$ cat config.mk
export PLATFORM = sky130hd
export DESIGN_NAME = str_byte_sequencer
export DESIGN_NICKNAME = d
export VERILOG_FILES = /design/src/rtl/str_byte_sequencer.sv
export SDC_FILE = /design/constraint.sdc
export NUM_CORES = 1
export LEC_CHECK = 0
export ABC_AREA = 1
export BUFFER_PORTS_ARGS = -buffer_cell sky130_fd_sc_hd__buf_4
export CORE_MARGIN = 2
export CORE_UTILIZATION = 59
export CTS_CLUSTER_SIZE = 14
export DETAILED_ROUTE_END_ITERATION = 8
export PLACE_DENSITY_LB_ADDON = 0.1
export SLEW_MARGIN = 20
export SYNTH_ARGS = -nofsm -noshare
export SYNTH_HDL_FRONTEND = slang
export SYNTH_SLANG_ARGS = --single-unit
$ cat constraint.sdc
create_clock -name clk -period 2.9 [get_ports clk]
set_input_delay 0.29 -clock clk [delete_from_list [all_inputs] [get_ports clk]]
set_output_delay 0.29 -clock clk [all_outputs]
set_load 0.005 [all_outputs]
$ cat src/rtl/str_byte_sequencer.sv
// str_byte_sequencer: emits the non-null bytes of a packed string one per
// accepted handshake, skipping null slots, then pulses done for one cycle.
module str_byte_sequencer #(
  parameter int NCHAR = 13
) (
  input  logic                           clk,
  input  logic                           rst,
  input  logic                           load,
  input  logic [NCHAR*8:1]               str_in,
  output logic [7:0]                     out_char,
  output logic                           out_valid,
  input  logic                           out_ready,
  output logic                           out_last,
  output logic                           busy,
  output logic                           done,
  output logic [$clog2(NCHAR+1)-1:0]     char_count
);

  // state | meaning
  // IDLE  | waiting for load; outputs quiet, char_count holds last result
  // SEND  | presenting byte at ptr; null bytes take one skip cycle
  // DONE  | one-cycle end-of-string pulse, then back to IDLE
  typedef enum logic [1:0] {
    IDLE = 2'd0,
    SEND = 2'd1,
    DONE = 2'd2
  } state_t;

  localparam int PW = (NCHAR > 1) ? $clog2(NCHAR) : 1;
  localparam int CW = $clog2(NCHAR+1);
  localparam logic [PW-1:0] LAST_PTR = PW'(NCHAR-1);

  state_t            state, state_d;
  logic [NCHAR*8:1]  str_reg;
  logic [PW-1:0]     ptr;
  logic [7:0]        chars [NCHAR];
  logic [7:0]        cur_char;
  logic              tail_zero;
  logic              advance;
  logic              xfer;

  // Unpack the string register into per-slot bytes and find whether
  // everything after the current slot is null.
  always_comb begin
    tail_zero = 1'b1;
    for (int i = 0; i < NCHAR; i++) begin
      chars[i] = str_reg[NCHAR*8-8*i -: 8];
    end
    for (int i = 0; i < NCHAR; i++) begin
      if ((PW'(i) > ptr) && (chars[i] != 8'h00)) tail_zero = 1'b0;
    end
    cur_char = chars[ptr];
  end

  // State register.
  always_ff @(posedge clk) begin
    if (rst) state <= IDLE;
    else     state <= state_d;
  end

  // Next-state and output decode.
  always_comb begin
    state_d   = state;
    out_char  = 8'h00;
    out_valid = 1'b0;
    out_last  = 1'b0;
    busy      = 1'b0;
    done      = 1'b0;
    advance   = 1'b0;
    xfer      = 1'b0;
    case (state)
      IDLE: begin
        if (load) state_d = SEND;
      end
      SEND: begin
        busy      = 1'b1;
        out_char  = cur_char;
        out_valid = (cur_char != 8'h00);
        out_last  = out_valid && tail_zero;
        xfer      = out_valid && out_ready;
        // a null slot always moves on; a real byte moves on only when taken
        advance   = !out_valid || out_ready;
        if (advance && (ptr == LAST_PTR)) state_d = DONE;
      end
      DONE: begin
        busy    = 1'b1;
        done    = 1'b1;
        state_d = IDLE;
      end
      default: state_d = IDLE;
    endcase
  end

  // String capture, position pointer and transfer counter.
  always_ff @(posedge clk) begin
    if (rst) begin
      str_reg    <= '0;
      ptr        <= '0;
      char_count <= '0;
    end else if ((state == IDLE) && load) begin
      str_reg    <= str_in;
      ptr        <= '0;
      char_count <= '0;
    end else if (state == SEND) begin
      if (xfer) char_count <= char_count + CW'(1);
      if (advance && (ptr != LAST_PTR)) ptr <= ptr + PW'(1);
    end
  end

endmodule

==> impl_metrics.prom <==
# TYPE chip_impl_metric gauge
chip_impl_info{name="worstSetupStartpointType",value="register"} 1
chip_impl_metric{name="wl_per_cell",unit="µm"} 15.1
chip_impl_metric{name="drv_cap",unit=""} 0
chip_impl_metric{name="detail_route.drc_violations",unit=""} 0
chip_impl_metric{name="start_util",unit="%"} 60.3
chip_impl_metric{name="final_design_area_no_fill",unit="µm²"} 7150
chip_impl_metric{name="hold-path-cell-count",unit=""} 3
chip_impl_metric{name="wirelength",unit="µm"} 16000
chip_impl_metric{name="timing.hold.ws",unit="ps"} 18.5
chip_impl_metric{name="antenna_cells_inserted",unit=""} 0
chip_impl_metric{name="drive_above_1_share",unit="%"} 19.5
chip_impl_metric{name="grt_antenna_before_repair",unit=""} 0
chip_impl_metric{name="count_of_standard_cell_rows",unit=""} 35
chip_impl_metric{name="drt_first_iter_violations",unit=""} 407
chip_impl_metric{name="cp_data_required_time",unit="ps"} 2610
chip_impl_metric{name="cts_inserted_buffers",unit=""} 17
chip_impl_info{name="synth-main-ff-cell",value="sky130_fd_sc_hd__dfxtp_1"} 1
chip_impl_metric{name="synthArstFlopShare",unit="%"} 0
chip_impl_metric{name="floorplan.die_area",unit="µm²"} 10200
chip_impl_metric{name="pin_count_of_the_biggest_net_entering_global_routing",unit=""} 97
chip_impl_metric{name="wl_met2",unit="µm"} 7530
chip_impl_metric{name="ant_nets",unit=""} 0
chip_impl_metric{name="synthesized_instance_count",unit=""} 830
chip_impl_metric{name="power_leakage",unit="nW"} 3.28
chip_impl_metric{name="max-slew-margin-rel",unit="%"} 57.5
chip_impl_info{name="hold_start",value="str_in[72]"} 1
chip_impl_metric{name="yosysSeqAreaShare",unit="%"} 41.1
chip_impl_metric{name="path_clk_slew",unit="ps"} 60
chip_impl_metric{name="count_of_synthesis_stage_warnings_from_yosys",unit=""} 0
chip_impl_metric{name="multi_input_area",unit="µm²"} 2750
chip_impl_info{name="cts_root_buf",value="sky130_fd_sc_hd__clkbuf_8"} 1
chip_impl_metric{name="synthesis.area",unit="µm²"} 5550
chip_impl_info{name="critical_path.reg2reg.endpoint",value="ptr[0]"} 1
chip_impl_metric{name="placedInstanceArea",unit="µm²"} 6500
chip_impl_metric{name="gr-usage-all-layers",unit="%"} 31.6
chip_impl_info{name="dominant_cell_by_count_in_the_synthesized_netlist",value="sky130_fd_sc_hd__nand2_1"} 1
chip_impl_metric{name="die_y",unit="µm"} 101
chip_impl_metric{name="clock_insertion_delay_at_the_later_pin_of_the_skew_report",unit="ps"} 520
chip_impl_metric{name="global_route_wire_length_before_repair",unit="µm"} 25700
chip_impl_metric{name="synth_enable_flop_cells",unit=""} 0
chip_impl_metric{name="final.setup_skew",unit="ps"} 8.90
chip_impl_metric{name="dp_hpwl",unit="µm"} 11300
chip_impl_metric{name="vias_per_inst",unit=""} 5.62
chip_impl_info{name="worst_setup_path_end_kind",value="primary output"} 1
chip_impl_metric{name="vias",unit=""} 5948
chip_impl_metric{name="port_buffer_cells",unit=""} 123
chip_impl_metric{name="ctsHtreeMaxLevel",unit=""} 4
chip_impl_info{name="tritoncts_clock_tree",value="built"} 1
chip_impl_metric{name="seqCellArea",unit="µm²"} 2290
chip_impl_metric{name="num-fill-cells",unit=""} 706
chip_impl_metric{name="final_nets",unit=""} 1051
chip_impl_info{name="post-synth-top-area-cell",value="sky130_fd_sc_hd__dfxtp_1"} 1
chip_impl_info{name="worstHoldPathType",value="in -> reg"} 1
chip_impl_metric{name="coreArea",unit="µm²"} 9200
chip_impl_metric{name="synthDistinctLibCells",unit=""} 29
chip_impl_metric{name="grt_pass1_vias",unit=""} 5400
chip_impl_metric{name="dr.pass1.iters",unit=""} 5
chip_impl_metric{name="total_routed_wire_length_on_the_met1_layer",unit="µm"} 6790
chip_impl_metric{name="worst-endpoint-arrival",unit="ps"} 2450
chip_impl_metric{name="pwr_density_cell",unit="nW/µm²"} 641
chip_impl_metric{name="cts_sinks",unit=""} 114
chip_impl_metric{name="postCtsHoldBufs",unit=""} 0
chip_impl_metric{name="synth_nets",unit=""} 946
chip_impl_metric{name="worst_pin_slew",unit="ps"} 637
chip_impl_info{name="top_cell_types_by_occurrence_after_synthesis",value="sky130_fd_sc_hd__nand2_1, sky130_fd_sc_hd__dfxtp_1, sky130_fd_sc_hd__o21ai_0"} 1
chip_impl_metric{name="finalHoldViolCount",unit=""} 0
chip_impl_info{name="timing.rr.start",value="ptr[0]"} 1
chip_impl_metric{name="fin_tns_setup",unit="ps"} 0
chip_impl_info{name="critPathKind",value="reg -> out"} 1
chip_impl_metric{name="ys_seq_elements",unit=""} 114
chip_impl_metric{name="reg2reg_depth",unit=""} 14
chip_impl_metric{name="grt.overflow.total",unit=""} 0
chip_impl_info{name="timing.hold.worst_endpoint",value="chars[71]"} 1
chip_impl_metric{name="ioPinCount",unit=""} 124
chip_impl_metric{name="timing.fmax",unit="MHz"} 365
chip_impl_metric{name="worst_ir_drop_vdd",unit="µV"} 385
chip_impl_metric{name="synth.top_cell.area_share",unit="%"} 41.1
chip_impl_metric{name="layout-area-overhead-vs-synth",unit="%"} 28.9
chip_impl_metric{name="rrSetupSlack",unit="ps"} 820
chip_impl_metric{name="gpl.final_weighted_congestion",unit=""} 0.908
chip_impl_metric{name="number_of_slew_limit_violations_in_the_final_report",unit=""} 0
chip_impl_metric{name="min_period_over_period",unit="%"} 94.4
chip_impl_metric{name="finalCriticalPeriod",unit="ps"} 2740
chip_impl_metric{name="mean_syn_cell_area",unit="µm²"} 6.68
chip_impl_info{name="outcome",value="finished clean"} 1
chip_impl_metric{name="die_width",unit="µm"} 101
chip_impl_metric{name="crit_path_max_fanout",unit=""} 17
chip_impl_metric{name="route.met3.wl",unit="µm"} 1250
chip_impl_info{name="maxUsedRoutingLayer",value="met4"} 1
chip_impl_metric{name="ctsLongestPathBuffers",unit=""} 2
chip_impl_metric{name="setup_viol",unit=""} 0
chip_impl_info{name="synthTopCellsByArea",value="sky130_fd_sc_hd__dfxtp_1, sky130_fd_sc_hd__nand2_1, sky130_fd_sc_hd__o21ai_0, sky130_fd_sc_hd__a21oi_1, sky130_fd_sc_hd__nand3_1"} 1
==> timing repair <==
item,in CTS,in global routing
buffers inserted,1,0
gates cloned,0,2
gates resized for setup,6,14
endpoints found under the setup margin,1,2
pin swaps,0,1
==> flip-flops by register name (all words and copies together), names as in the netlist <==
register    count
char_count      4
chars         104
state           2
ptr             4
==> cells in the final DEF, fill, tap and decap left out, types with 2 or more instances in the layout <==
cell type,instances
sky130_fd_sc_hd__o22ai_1,2
sky130_fd_sc_hd__clkbuf_8,2
sky130_fd_sc_hd__clkinvlp_4,6
sky130_fd_sc_hd__nand2_4,2
sky130_fd_sc_hd__a21oi_1,84
sky130_fd_sc_hd__clkinv_2,6
sky130_fd_sc_hd__xor2_1,3
sky130_fd_sc_hd__nor2_4,3
sky130_fd_sc_hd__a21oi_2,3
sky130_fd_sc_hd__clkbuf_16,18
sky130_fd_sc_hd__nand2_2,2
sky130_fd_sc_hd__inv_1,82
sky130_fd_sc_hd__clkinv_1,2
sky130_fd_sc_hd__nor2_1,93
sky130_fd_sc_hd__nand2_1,164
sky130_fd_sc_hd__nand4_1,12
sky130_fd_sc_hd__nand3_1,72
sky130_fd_sc_hd__inv_2,2
sky130_fd_sc_hd__dfxtp_4,2
sky130_fd_sc_hd__buf_4,128
sky130_fd_sc_hd__nor4_1,14
sky130_fd_sc_hd__clkbuf_1,2
sky130_fd_sc_hd__buf_12,4
sky130_fd_sc_hd__ha_1,8
sky130_fd_sc_hd__dfxtp_1,111
sky130_fd_sc_hd__o21ai_0,108
==> power breakdown <==
part	leakage, nW	internal (W)	switching [W]
registers	0.946	0.00173	0.0000961
clock network	0.252	0.00114	0.000727
logic	2.08	0.000351	0.000536
==> per-layer routing <==
layer | up-vias | global-route usage [%]
li1 | 2928 | -
met1 | 2705 | 41.6
met2 | 273 | 51.2
met3 | 42 | 5.27
met4 | 0 | 13.8
met5 | - | 0
==> layout make-up <==
cell class	count	share of cell area, %
Timing Repair Buffer	134	15.3
Multi-Input combinational cell	578	38.4
Sequential cell	114	32.1
Tap cell	111	1.94
Inverter	90	4.97
Clock buffer	20	6.09
Clock inverter	11	1.26
==> worst max-delay path by stage <==
stage                      to   start  slack [ps]  cells past startpoint
floorplan            out_last  ptr[0]         960                     12
global placement     out_last  ptr[2]         580                     13
detailed placement   out_last  ptr[2]         550                     13
CTS                  out_last  ptr[2]          50                     13
global route        out_valid  ptr[1]          -6                     13
finish              out_valid  ptr[0]         160                     13
==> cells by family (layout without fill, tap and decap cells) <==
kind of cell | after synthesis | after routing | share of synthesized area [%]
compound gates | 200 | 200 | 18.2
xor+xnor | 4 | 4 | 0.632
fa+ha+maj | 8 | 8 | 1.80
buf+inv | 138 | 255 | 10.1
flops | 114 | 114 | 41.1
simple gates | 366 | 366 | 28.1
==> critical path, cell delays in order, from the launching register on <==
cell,delay (ps)
sky130_fd_sc_hd__dfxtp_4,430
sky130_fd_sc_hd__inv_8,90
sky130_fd_sc_hd__clkbuf_16,180
sky130_fd_sc_hd__nand2_1,70
sky130_fd_sc_hd__nand3_1,90
sky130_fd_sc_hd__nand3_1,90
sky130_fd_sc_hd__o21ai_0,80
sky130_fd_sc_hd__a21oi_1,170
sky130_fd_sc_hd__nand2_1,90
sky130_fd_sc_hd__nor2_2,130
sky130_fd_sc_hd__nand2_2,120
sky130_fd_sc_hd__nand2_1,140
sky130_fd_sc_hd__inv_1,100
sky130_fd_sc_hd__buf_4,140
==> through the flow <==
stage	std cells	util, %	setup WS [ps]	total power, W
floorplan	830	-	962	0.00238
global placement	1024	70.7	580	0.00266
detailed placement	1024	70.7	554	0.00269
CTS	1056	76.7	51.5	0.00455
global route	1058	77.7	-6.11	0.00478
finish	1058	77.7	163	0.00458
Power figures use the tool's default switching activity.
